## config.mk

```make
export PLATFORM = sky130hd
export DESIGN_NAME = warp_block_dispatcher
export DESIGN_NICKNAME = d
export VERILOG_FILES = /design/src/rtl/bgpu_dispatch_pkg.sv /design/src/rtl/lzc_onehot_picker.sv /design/src/rtl/warp_block_dispatcher.sv
export SDC_FILE = /design/constraint.sdc
export NUM_CORES = 1
export LEC_CHECK = 0
export BUFFER_PORTS_ARGS = -buffer_cell sky130_fd_sc_hd__buf_2
export CAP_MARGIN = 20
export CORE_MARGIN = 4
export CORE_UTILIZATION = 45
export CTS_CLUSTER_DIAMETER = 60
export DETAILED_ROUTE_END_ITERATION = 12
export HOLD_SLACK_MARGIN = 0.1
export PLACE_DENSITY = 0.66
export SYNTH_ARGS = -nofsm -noshare
export SYNTH_HDL_FRONTEND = slang
export SYNTH_SLANG_ARGS = --single-unit
```

## constraint.sdc

```tcl
create_clock -name clk_i -period 5.32 [get_ports clk_i]
set_input_delay 0.532 -clock clk_i [delete_from_list [all_inputs] [get_ports clk_i]]
set_output_delay 0.532 -clock clk_i [all_outputs]
set_load 0.05 [all_outputs]
```

## src/rtl/bgpu_dispatch_pkg.sv

```systemverilog
// Shared types and constants for the warp/block dispatcher.
package bgpu_dispatch_pkg;

    localparam int unsigned DefPcWidth      = 32;
    localparam int unsigned DefNumWarps     = 8;
    localparam int unsigned DefWarpWidth    = 32;
    localparam int unsigned DefBlockIdWidth = 8;
    localparam int unsigned DefWidWidth     = $clog2(DefNumWarps);
    localparam int unsigned DefNwWidth      = $clog2(DefNumWarps + 1);

    typedef logic [DefPcWidth-1:0]      pc_t;
    typedef logic [DefWidWidth-1:0]     wid_t;
    typedef logic [DefNwWidth-1:0]      nw_t;
    typedef logic [DefWarpWidth-1:0]    mask_t;
    typedef logic [DefBlockIdWidth-1:0] block_id_t;

    localparam mask_t AllOnesMask = {DefWarpWidth{1'b1}};

    typedef struct packed {
        logic      valid;
        block_id_t block_id;
        nw_t       remaining;
    } slot_t;

    typedef enum logic [0:0] {StIdle, StAlloc} state_e;

endpackage

```

## src/rtl/lzc_onehot_picker.sv

```systemverilog
// Lowest-set-bit finder: index of the lowest asserted request and a valid flag.
module lzc_onehot_picker #(
    parameter int unsigned Width    = 8,
    parameter int unsigned IdxWidth = (Width > 1) ? $clog2(Width) : 1
) (
    input  logic [Width-1:0]    req_i,
    output logic [IdxWidth-1:0] idx_o,
    output logic                valid_o
);

    always_comb begin
        idx_o   = '0;
        valid_o = 1'b0;
        for (int i = Width - 1; i >= 0; i--) begin
            if (req_i[i]) begin
                idx_o   = IdxWidth'(i);
                valid_o = 1'b1;
            end
        end
    end

endmodule

```

## src/rtl/warp_block_dispatcher.sv

```systemverilog
// Accepts thread-block launches, initializes one warp per cycle and reports block
// completion once every warp of the block has stopped.
module warp_block_dispatcher
    import bgpu_dispatch_pkg::*;
#(
    parameter int unsigned PcWidth      = DefPcWidth,
    parameter int unsigned NumWarps     = DefNumWarps,
    parameter int unsigned WarpWidth    = DefWarpWidth,
    parameter int unsigned BlockIdWidth = DefBlockIdWidth,
    parameter int unsigned WidWidth     = $clog2(NumWarps),
    parameter int unsigned NwWidth      = $clog2(NumWarps + 1)
) (
    input  logic                    clk_i,
    input  logic                    rst_i,
    input  logic                    launch_valid_i,
    output logic                    launch_ready_o,
    input  logic [PcWidth-1:0]      launch_pc_i,
    input  logic [NwWidth-1:0]      launch_num_warps_i,
    input  logic [WarpWidth-1:0]    launch_last_mask_i,
    input  logic [BlockIdWidth-1:0] launch_block_id_i,
    output logic                    launch_err_o,
    output logic                    init_valid_o,
    output logic [WidWidth-1:0]     init_warp_id_o,
    output logic [PcWidth-1:0]      init_pc_o,
    output logic [WarpWidth-1:0]    init_act_mask_o,
    input  logic [NumWarps-1:0]     warp_stopped_i,
    output logic                    done_valid_o,
    input  logic                    done_ready_i,
    output logic [BlockIdWidth-1:0] done_block_id_o,
    output logic                    busy_o
);

    state_e                           state_q, state_d;
    logic [NumWarps-1:0]              busy_q, busy_d, armed_q, armed_d;
    logic [NumWarps-1:0][WidWidth-1:0] slot_of_q, slot_of_d;
    slot_t [NumWarps-1:0]             slots_q, slots_d;
    pc_t                              pc_q, pc_d;
    mask_t                            last_mask_q, last_mask_d;
    nw_t                              pending_q, pending_d;
    wid_t                             cur_slot_q, cur_slot_d;
    logic                             err_q, err_d;
    logic                             done_valid_q, done_valid_d;
    block_id_t                        done_id_q, done_id_d;

    logic [WidWidth-1:0] free_idx, ret_idx, free_slot, ret_slot;
    logic                free_valid, ret_valid, stall, legal;
    logic [NwWidth-1:0]  free_cnt;

    lzc_onehot_picker #(.Width(NumWarps), .IdxWidth(WidWidth)) u_free_pick (
        .req_i   (~busy_q),
        .idx_o   (free_idx),
        .valid_o (free_valid)
    );

    lzc_onehot_picker #(.Width(NumWarps), .IdxWidth(WidWidth)) u_ret_pick (
        .req_i   (busy_q & armed_q & warp_stopped_i),
        .idx_o   (ret_idx),
        .valid_o (ret_valid)
    );

    always_comb begin
        free_cnt  = '0;
        free_slot = '0;
        for (int i = NumWarps - 1; i >= 0; i--) begin
            free_cnt = free_cnt + NwWidth'(!busy_q[i]);
            if (!slots_q[i].valid) free_slot = WidWidth'(i);
        end
    end

    assign legal    = (launch_num_warps_i != '0) && (launch_num_warps_i <= NwWidth'(NumWarps));
    assign stall    = done_valid_q && !done_ready_i;
    assign ret_slot = slot_of_q[ret_idx];

    always_comb begin
        state_d         = state_q;
        busy_d          = busy_q;
        // A warp is armed one cycle after its init, masking the stale stopped level.
        armed_d         = busy_q;
        slot_of_d       = slot_of_q;
        slots_d         = slots_q;
        pc_d            = pc_q;
        last_mask_d     = last_mask_q;
        pending_d       = pending_q;
        cur_slot_d      = cur_slot_q;
        err_d           = 1'b0;
        done_valid_d    = done_valid_q && !done_ready_i;
        done_id_d       = done_id_q;
        launch_ready_o  = 1'b0;
        init_valid_o    = 1'b0;
        init_warp_id_o  = '0;
        init_pc_o       = '0;
        init_act_mask_o = '0;

        if (ret_valid && !stall) begin
            busy_d[ret_idx]            = 1'b0;
            armed_d[ret_idx]           = 1'b0;
            slots_d[ret_slot].remaining = slots_q[ret_slot].remaining - nw_t'(1);
            if (slots_q[ret_slot].remaining == nw_t'(1)) begin
                slots_d[ret_slot].valid = 1'b0;
                done_valid_d            = 1'b1;
                done_id_d               = slots_q[ret_slot].block_id;
            end
        end

        unique case (state_q)
            StIdle: begin
                launch_ready_o = !legal || (free_cnt >= launch_num_warps_i);
                if (launch_valid_i && launch_ready_o) begin
                    if (!legal) begin
                        err_d = 1'b1;
                    end else begin
                        pc_d        = launch_pc_i;
                        last_mask_d = launch_last_mask_i;
                        pending_d   = launch_num_warps_i;
                        cur_slot_d  = free_slot;
                        slots_d[free_slot].valid     = 1'b1;
                        slots_d[free_slot].block_id  = launch_block_id_i;
                        slots_d[free_slot].remaining = launch_num_warps_i;
                        state_d     = StAlloc;
                    end
                end
            end
            StAlloc: begin
                if (free_valid) begin
                    init_valid_o       = 1'b1;
                    init_warp_id_o     = free_idx;
                    init_pc_o          = pc_q;
                    init_act_mask_o    = (pending_q == nw_t'(1)) ? last_mask_q : AllOnesMask;
                    busy_d[free_idx]   = 1'b1;
                    armed_d[free_idx]  = 1'b0;
                    slot_of_d[free_idx] = cur_slot_q;
                    pending_d          = pending_q - nw_t'(1);
                    if (pending_q == nw_t'(1)) state_d = StIdle;
                end
            end
            default: state_d = StIdle;
        endcase
    end

    always_ff @(posedge clk_i) begin
        if (rst_i) begin
            state_q      <= StIdle;
            busy_q       <= '0;
            armed_q      <= '0;
            slot_of_q    <= '0;
            slots_q      <= '0;
            pc_q         <= '0;
            last_mask_q  <= '0;
            pending_q    <= '0;
            cur_slot_q   <= '0;
            err_q        <= 1'b0;
            done_valid_q <= 1'b0;
            done_id_q    <= '0;
        end else begin
            state_q      <= state_d;
            busy_q       <= busy_d;
            armed_q      <= armed_d;
            slot_of_q    <= slot_of_d;
            slots_q      <= slots_d;
            pc_q         <= pc_d;
            last_mask_q  <= last_mask_d;
            pending_q    <= pending_d;
            cur_slot_q   <= cur_slot_d;
            err_q        <= err_d;
            done_valid_q <= done_valid_d;
            done_id_q    <= done_id_d;
        end
    end

    assign launch_err_o    = err_q;
    assign done_valid_o    = done_valid_q;
    assign done_block_id_o = done_id_q;
    assign busy_o          = (|busy_q) || (state_q != StIdle);

endmodule

```

==> summary.txt, run 1 <==
Status
  – Outcome: complete, no violations

GRT
  – Grt peak-use layer: met2
  – Total grt overflow: 0
  – Met2 Use GR: 0.3602
  – Global-route wire length before repair: 48,140 um
  – GRT Total Usage: 0.2198
  – Met3 global-route usage: 0.03164
  – Vias in the first global route: ~9,000
  – Initial antenna violation count: 1
  – Met1 global-route usage: 0.3010
  – Largest net degree at the start of global routing: 106

Routing
  – Avg WL per Cell: 16.78 um
  – Vias per Instance: 5.444
  – Post-route DRC violation count: 0
  – Vias post-DR: just under 10,000
  – Pre-antenna DRT Iters: 5
  – Final WL: 30,140 um
  – ANT nets after route: 0
  – Initial DRC count: 770

Floorplan
  – Initial Util: 0.4567
  – I/O Pins: 168
  – Die Area: 0.02635 mm2
  – Row Count: 56
  – Die Span Y: 162.3 um
  – Die width: roughly 160 um
  – Core Region: approximately 0.023 mm2

STA
  – Max frequency: ~200 MHz
  – Sum Neg Setup Slack: 0 ns
  – Minimum clock period: roughly 5 ns
  – Clock skew: between 0.02 and 0.025 ns
  – Slew Viols, Final: 0
  – Period utilization: 0.9238
  – Final hold vios: 0
  – Max-slew headroom: 0.4594
  – # setup viols final: 0
  – Worst-Margin Slew: 0.8109 ns
  – Post-route worst setup slack: 0.4056 ns
  – Hold Slack: 0.2314 ns
  – RSZ-0062 raised after global routing: false

Finish
  – Fraction of layout cells with a size suffix above 1: 0.1776
  – Fillers: around 2,200
  – Final core occ: 0.5383
  – Synthesis-to-layout area growth: 17.88%
  – Commonest non-fill, non-tap cell in the layout: nand2_1
  – Nets: 1,563
  – Commonest non-fill, non-tap cells in the layout: 288 x nand2_1, 226 x dfxtp_1, 166 x buf_2

Critical path
  – CP most frequent cell: fa_1
  – R2R depth: 16
  – CP arrival: 5.37 ns
  – CP Cell Sequence: fa_1 > fa_1 > fa_1 > inv_1 > ha_1 > fa_1 > xor2_1 > ha_1 > nor2b_1 > o21ai_0 > a31oi_2 > and3_2 > buf_4 > buf_4 > nand3b_1 > a31oi_1
  – Crit. End Element: register
  – Worst setup SP type: register
  – CP max FO: 36
  – Worst setup path category: register to register
  – Critical Path Max Stage Delay: around 0.50 ns
  – Data required, critical path: just under 6 ns
  – Critical Path Slowest Stage Cell: fa_1

Logic synthesis
  – Compound-cell area share of the yosys netlist: 0.1851
  – Post-synthesis cell count: 1,337
  – Post-Synth XOR/XNOR Area: 0.002451
  – Seq/Total Area, Yosys: 0.4221
  – Post-synth EDFFs: 0
  – Library cells used by synthesis: 65
  – Mux share of post-synthesis cell area: 0.08941
  – Yosys top cell by area: dfxtp_1
  – Adder-cell share of the synthesized area: 0.02498
  – Average size of a mapped cell: 8.017 um2
  – Synth async-reset ratio: 0
  – Top cell type's share of synthesized area: 0.4221
  – Main flop type after synthesis: dfxtp_1
  – Synth top area cells: dfxtp_1 42%, nand2_1 10%, mux2i_1 8.6%
  – Synth warnings: 0
  – Syn Nets: about 1,400
  – Main combinational cell family by area after synthesis: simple AND/OR/NAND/NOR gates
  – Seq cells post-synth: 226
  – Fraction of the mapped netlist area in simple logic gates: 0.2267
  – Syn Std Cell Area: 0.01072 mm2

Clocking
  – Clock Tree Root: clkbuf_16
  – TritonCTS clock tree: built
  – CTS Buf Count: 27
  – Post-CTS setup buffers: 0
  – CTS Buffer Depth: 3
  – Clock-pin slew on the worst setup and hold paths: ~0.060 ns
  – Hold buffers post-CTS: 0
  – CTS resizes: 0
  – Worst skew pair latency: 0.54 ns
  – CTS sink cnt: about 230
  – Htree depth: 1

Power and ir drop
  – Combinational share of power: 0.124
  – Pwr/cell area: roughly 320 mW/mm2
  – Reg power frac: 0.440
  – Sw Share: 0.2741
  – Total Power: about 0.004 W
  – Peak supply drop: 0.2071 mV
  – Int Pwr: 0.002927 W
  – Clock share of power: 0.436
  – Psw: 0.001105 W
  – Leak pwr: 5.264 nW

Placement
  – Dpl hpwl: 20,120 um
  – DP Worst Slack: 0.4650 ns
  – Port bufs: 167
  – Placer Congestion: 0.8926

Job
  – Max cap viols: 0

Worst hold path
  – Worst Hold Class: input port to register
  – Hold path cells: 3
-- metrics by stage --
stage          instances  instance area, um2
6_report            1796               12640
5_1_grt             1795               12630
4_1_cts             1794               12630
3_5_place_dp        1746               11770
3_3_place_gp        1745               11750
2_1_floorplan       1337               10730
-- flip-flops by register name, indices dropped and copies added (netlist names) --
signal and count:
pending_q 4, done_valid_o 1, slots_q 104, state_q 1
cur_slot_q 3, pc_q 32, slot_of_q 24, launch_err_o 1
last_mask_q 32, done_block_id_o 8, armed_q 8, busy_q 8
-- Yosys cell counts, types with 5 or more instances --
cell	n
nand2_1	288
dfxtp_1	226
nor2_1	142
a21oi_1	124
clkbuf_1	92
mux2i_1	92
o21ai_0	37
and2_1	33
o21a_1	32
a211oi_1	31
nand3_1	31
and3_1	28
inv_1	25
a311oi_1	22
ha_1	15
a31oi_1	11
nor3_1	11
o31a_1	8
or3_1	6
buf_6	5
-- kinds of logic (layout without fill, tap and decap cells) --
kind of cell,after synthesis,in the layout
and+or+nand+nor,564,564
xor gates and xnor gates,3,3
DFF,226,226
buffers and inverters,129,267
adders and majority gates,19,19
other,0,2
AOI/OAI and AO/OA,302,302
muxes,94,94
-- area by class of cell --
cell class | count | area (um2) | share of cell area
flip-flops and latches | 226 | 4524 | 0.3581
clock buffers | 39 | 790.8 | 0.06258
diodes | 2 | 5.005 | 0.0003961
clock inverters | 9 | 67.56 | 0.005347
multi-input cells | 982 | 5694 | 0.4506
well taps | 319 | 399.1 | 0.03159
inverters | 26 | 97.59 | 0.007724
repair buffers | 193 | 1057 | 0.08367
-- power groups by stage --
stage | clock [W] | combinational (W) | sequential [W]
3_5_place_dp | 0 | 0.000502 | 0.00181
4_1_cts | 0.00180 | 0.000504 | 0.00177
2_1_floorplan | 0 | 0.000367 | 0.00180
6_report | 0.00176 | 0.000502 | 0.00177
3_3_place_gp | 0 | 0.000495 | 0.00181
5_1_grt | 0.00188 | 0.000546 | 0.00178
-- final timing paths --
check | from | end | slack [ns]
setup / recovery | busy_q[6] | pending_q[0] | 0.41
hold / removal | launch_pc_i[13] | pc_q[13] | 0.23
setup reg to reg | busy_q[6] | pending_q[0] | 0.41
hold reg to reg | pc_q[17] | pc_q[17] | 0.45
-- critical path, delay by kind of cell, from the launching register on --
kind	cells	cell delay, ns
adders and majority gates	6	2.37
xor gates and xnor gates	1	0.18
DFF	1	0.48
buffers and inverters	3	0.80
AOI/OAI and AO/OA	3	0.50
and+or+nand+nor	3	0.50
-- per-layer routing --
| layer | up-vias | part of all wire |
|---|---|---|
| li1 | 4832 | - |
| met1 | 4650 | 0.44 |
| met2 | 239 | 0.48 |
| met3 | 57 | 0.051 |
| met4 | 0 | 0.026 |
| met5 | - | 0 |
No activity file was read; power rests on OpenSTA's default activity.
==> run 2, diff against run 1 <==
--- a/config.mk
+++ b/config.mk
@@ -5,14 +5,17 @@
 export SDC_FILE = /design/constraint.sdc
 export NUM_CORES = 1
 export LEC_CHECK = 0
+export ABC_AREA = 1
 export BUFFER_PORTS_ARGS = -buffer_cell sky130_fd_sc_hd__buf_2
 export CAP_MARGIN = 20
+export CORE_ASPECT_RATIO = 0.6
 export CORE_MARGIN = 4
 export CORE_UTILIZATION = 45
 export CTS_CLUSTER_DIAMETER = 60
 export DETAILED_ROUTE_END_ITERATION = 12
 export HOLD_SLACK_MARGIN = 0.1
 export PLACE_DENSITY = 0.66
+export RECOVER_POWER = 50
 export SYNTH_ARGS = -nofsm -noshare
 export SYNTH_HDL_FRONTEND = slang
 export SYNTH_SLANG_ARGS = --single-unit
==> run 2 against run 1 <==
Compared with the run above:
- total power is 5.8% higher
- critical path type unchanged
- global-route usage is 1.7 points higher
- cell area is 2.3% lower
- synthesized area is 0.58% lower
- largest cell class unchanged
==> summary.txt, run 2 <==
Job
  – Max cap viols: 0 (unchanged)

Floorplan
  – Initial Util: 0.4596 (was 0.4567)
  – Die width: 206.7 um (was 162.3 um)
  – Die Span Y: 127.2 um (was 162.3 um)
  – Core Region: 0.02319 mm2 (was 0.02347 mm2)
  – I/O Pins: 168 (unchanged)
  – Die Area: 0.02629 mm2 (was 0.02635 mm2)
  – Row Count: 43 (was 56)

Finish
  – Synthesis-to-layout area growth: 15.83% (was 17.88%)
  – Fraction of layout cells with a size suffix above 1: 0.1184 (was 0.1776)
  – Commonest non-fill, non-tap cell in the layout: a21oi_1 (was nand2_1)
  – Biggest regs: slots_q: 104 flops, last_mask_q: 32 flops, pc_q: 32 flops (unchanged)
  – Nets: 1,740 (was 1,563)
  – Max reg flops: 104 (unchanged)
  – Commonest non-fill, non-tap cells in the layout: 266 x a21oi_1, 225 x dfxtp_1, 223 x o21ai_0 (was 288 x nand2_1, 226 x dfxtp_1, 166 x buf_2)
  – # diodes: 0 (was 2)
  – Top reg by flops: slots_q (unchanged)

Logic synthesis
  – Library cells used by synthesis: 42 (was 65)
  – Most frequent cells after synthesis: 266 x a21oi_1, 226 x dfxtp_1, 222 x o21ai_0, 211 x inv_1, 154 x nand2_1 (was 288 x nand2_1, 226 x dfxtp_1, 142 x nor2_1, 124 x a21oi_1)
  – Average size of a mapped cell: 7.114 um2 (was 8.017 um2)
  – Synth top area cells: dfxtp_1 42%, a21oi_1 12%, o21ai_0 10% (was dfxtp_1 42%, nand2_1 10%, mux2i_1 8.6%)
  – Post-synthesis cell count: 1,498 (was 1,337)
  – Syn Nets: 1,605 (was 1,444)
  – Yosys top cell by area: dfxtp_1 (unchanged)
  – Syn Std Cell Area: 0.01066 mm2 (was 0.01072 mm2)
  – Synth async-reset ratio: 0 (unchanged)
  – Post-synth EDFFs: 0 (unchanged)
  – Seq/Total Area, Yosys: 0.4246 (was 0.4221)
  – Seq cells post-synth: 226 (unchanged)
  – Main flop type after synthesis: dfxtp_1 (unchanged)
  – Synth warnings: 0 (unchanged)
  – Top-count cell post-synth: a21oi_1 (was nand2_1)
  – Top cell type's share of synthesized area: 0.4246 (was 0.4221)

STA
  – Post-route worst setup slack: 0.3907 ns (was 0.4056 ns)
  – Minimum clock period: 4.929 ns (was 4.914 ns)
  – RSZ-0062 raised after global routing: false (unchanged)
  – Sum Neg Setup Slack: 0 ns (unchanged)
  – Final hold vios: 0 (unchanged)
  – Clock skew: 0.009401 ns (was 0.02478 ns)
  – Max-slew headroom: 0.2873 (was 0.4594)
  – Slew Viols, Final: 0 (unchanged)
  – Period utilization: 0.9266 (was 0.9238)
  – # setup viols final: 0 (unchanged)
  – Worst-Margin Slew: 1.061 ns (was 0.8109 ns)
  – Max frequency: 202.9 MHz (was 203.5 MHz)

Critical path
  – CP most frequent cell: nand2_1 (was fa_1)
  – CP arrival: 5.33 ns (was 5.37 ns)
  – Worst setup path category: register to register (unchanged)
  – Top cell family by delay on the critical path: simple AND/OR/NAND/NOR gates (was adder cells)
  – Data required, critical path: 5.72 ns (was 5.78 ns)
  – Critical Path Slowest Stage Cell: nand3_1 (was fa_1)
  – CP max FO: 34 (was 36)
  – CP Cell Sequence: nand3_1 > nand2_1 > nor3_1 > inv_2 > nor2_1 > nand3_2 > nand2_2 > inv_2 > nand2_4 > nand2_1 > nand3_1 > nand2_1 > inv_1 > nand2_1 > inv_1 > ha_1 > nand3_4 > nor2_4 > inv_4 > nor2_1 > nor2_1 (was fa_1 > fa_1 > fa_1 > inv_1 > ha_1 > fa_1 > xor2_1 > ha_1 > nor2b_1 > o21ai_0 > a31oi_2 > and3_2 > buf_4 > buf_4 > nand3b_1 > a31oi_1)
  – CP bufs+invs: 5 (was 3)
  – Crit. End Element: register (unchanged)
  – Worst setup SP type: register (unchanged)
  – Critical Path Max Stage Delay: 0.56 ns (was 0.50 ns)

GRT
  – Global-route wire length before repair: 50,970 um (was 48,140 um)
  – Initial antenna violation count: 0 (was 1)
  – Total grt overflow: 0 (unchanged)
  – Largest net degree at the start of global routing: 129 (was 106)
  – GRT Total Usage: 0.2368 (was 0.2198)
  – Vias in the first global route: 9,719 (was 9,146)

Routing
  – Vias post-DR: 10,430 (was 9,778)
  – Avg WL per Cell: 16.44 um (was 16.78 um)
  – Initial DRC count: 920 (was 770)
  – Final WL: 32,250 um (was 30,140 um)
  – ANT nets after route: 0 (unchanged)
  – Post-route DRC violation count: 0 (unchanged)
  – Pre-antenna DRT Iters: 8 (was 5)
  – Vias per Instance: 5.314 (was 5.444)

Placement
  – DP Worst Slack: 0.1069 ns (was 0.4650 ns)
  – Placer Congestion: 0.9143 (was 0.8926)
  – Dpl hpwl: 22,280 um (was 20,120 um)
  – Port bufs: 167 (unchanged)

Clocking
  – CTS Buffer Depth: 3 (unchanged)
  – Clock Tree Root: clkbuf_16 (unchanged)
  – Clock-pin slew on the worst setup and hold paths: 0.07 ns (was 0.06 ns)
  – CTS Buf Count: 22 (was 27)
  – TritonCTS clock tree: built (unchanged)
  – Htree depth: 1 (unchanged)
  – CTS sink cnt: 226 (unchanged)
  – Worst skew pair latency: 0.51 ns (was 0.54 ns)

Power and ir drop
  – Int Pwr: 0.002940 W (was 0.002927 W)
  – Leak pwr: 4.908 nW (was 5.264 nW)
  – Clock share of power: 0.384 (was 0.436)
  – Combinational share of power: 0.192 (was 0.124)
  – Pwr/cell area: 345.6 mW/mm2 (was 319.1 mW/mm2)
  – Psw: 0.001327 W (was 0.001105 W)
  – Reg power frac: 0.424 (was 0.440)
  – Peak supply drop: 0.2114 mV (was 0.2071 mV)
  – Sw Share: 0.3110 (was 0.2741)

Status
  – Outcome: complete, no violations (unchanged)

Worst hold path
  – Worst Hold Class: input port to register (unchanged)
## run 2: path summary, 6_finish.rpt
check	start	end	slack [ns]	cells after the start
setup / recovery	busy_q[0]	done_block_id_o[3]	0.39	21
setup reg to reg	busy_q[0]	done_block_id_o[3]	0.39	21
hold / removal	launch_last_mask_i[14]	last_mask_q[14]	0.30	3
hold reg to reg	last_mask_q[24]	last_mask_q[24]	0.45	2
## run 2: per-stage QoR
step	power [W]	util	std cells	hold WS [ns]	instance area, um2
after floorplan	0.002430	-	1498	0.4297	10660
after global placement	0.002660	0.5049	1922	0.4405	11710
after detailed placement	0.002667	0.5049	1922	0.4438	11710
after CTS	0.004294	0.5375	1960	0.2932	12460
after global routing	0.004434	0.5323	1962	0.3154	12340
final	0.004266	0.5323	1962	0.3019	12340
## run 2: area by class of cell
class | instances | area [um2]
clock buffer | 30 | 661.9
clock inverter | 8 | 92.59
sequential | 226 | 4526
inverter | 230 | 873.3
fill | 2278 | 10850
timing repair buffer | 188 | 917.1
tap | 315 | 394.1
multi-input combinational | 965 | 4878
## run 2: timing repair
action                     in CTS  in global routing
setup endpoints to repair       0                 23
setup buffers                   0                  1
hold buffers                    0                  0
resized for setup               0                  3
## run 2: cell families after synthesis
family / share of synthesized area
compound gates: 0.2587
simple gates: 0.1746
buf+inv: 0.1128
flops: 0.4246
fa+ha+maj: 0.02513
xor+xnor: 0.004227
## run 2: power groups by stage
| stage | clock network (W) | registers, W | logic, W |
|---|---|---|---|
| 3_5_place_dp | 0 | 0.00185 | 0.000820 |
| 2_1_floorplan | 0 | 0.00184 | 0.000593 |
| 3_3_place_gp | 0 | 0.00185 | 0.000815 |
| 6_report | 0.00164 | 0.00181 | 0.000818 |
| 5_1_grt | 0.00172 | 0.00182 | 0.000893 |
| 4_1_cts | 0.00166 | 0.00181 | 0.000823 |
## run 2: worst reg2reg max path: stages, from the launching register on
cell and delay [ns]:
dfxtp_1 0.44, nand3_1 0.56, nand2_1 0.23, nor3_1 0.40, inv_2 0.08, nor2_1 0.35
nand3_2 0.16, nand2_2 0.17, inv_2 0.06, nand2_4 0.33, nand2_1 0.12, nand3_1 0.15
nand2_1 0.07, inv_1 0.05, nand2_1 0.35, inv_1 0.17, ha_1 0.22, nand3_4 0.18
nor2_4 0.44, inv_4 0.11, nor2_1 0.14, nor2_1 0.06
## run 2: metal layers
layer,global-route usage,share of wire,vias up
li1,-,-,5167
met1,0.3636,0.48,4775
met2,0.3376,0.41,439
met3,0.05784,0.094,46
met4,0.04535,0.018,0
met5,0,0,-
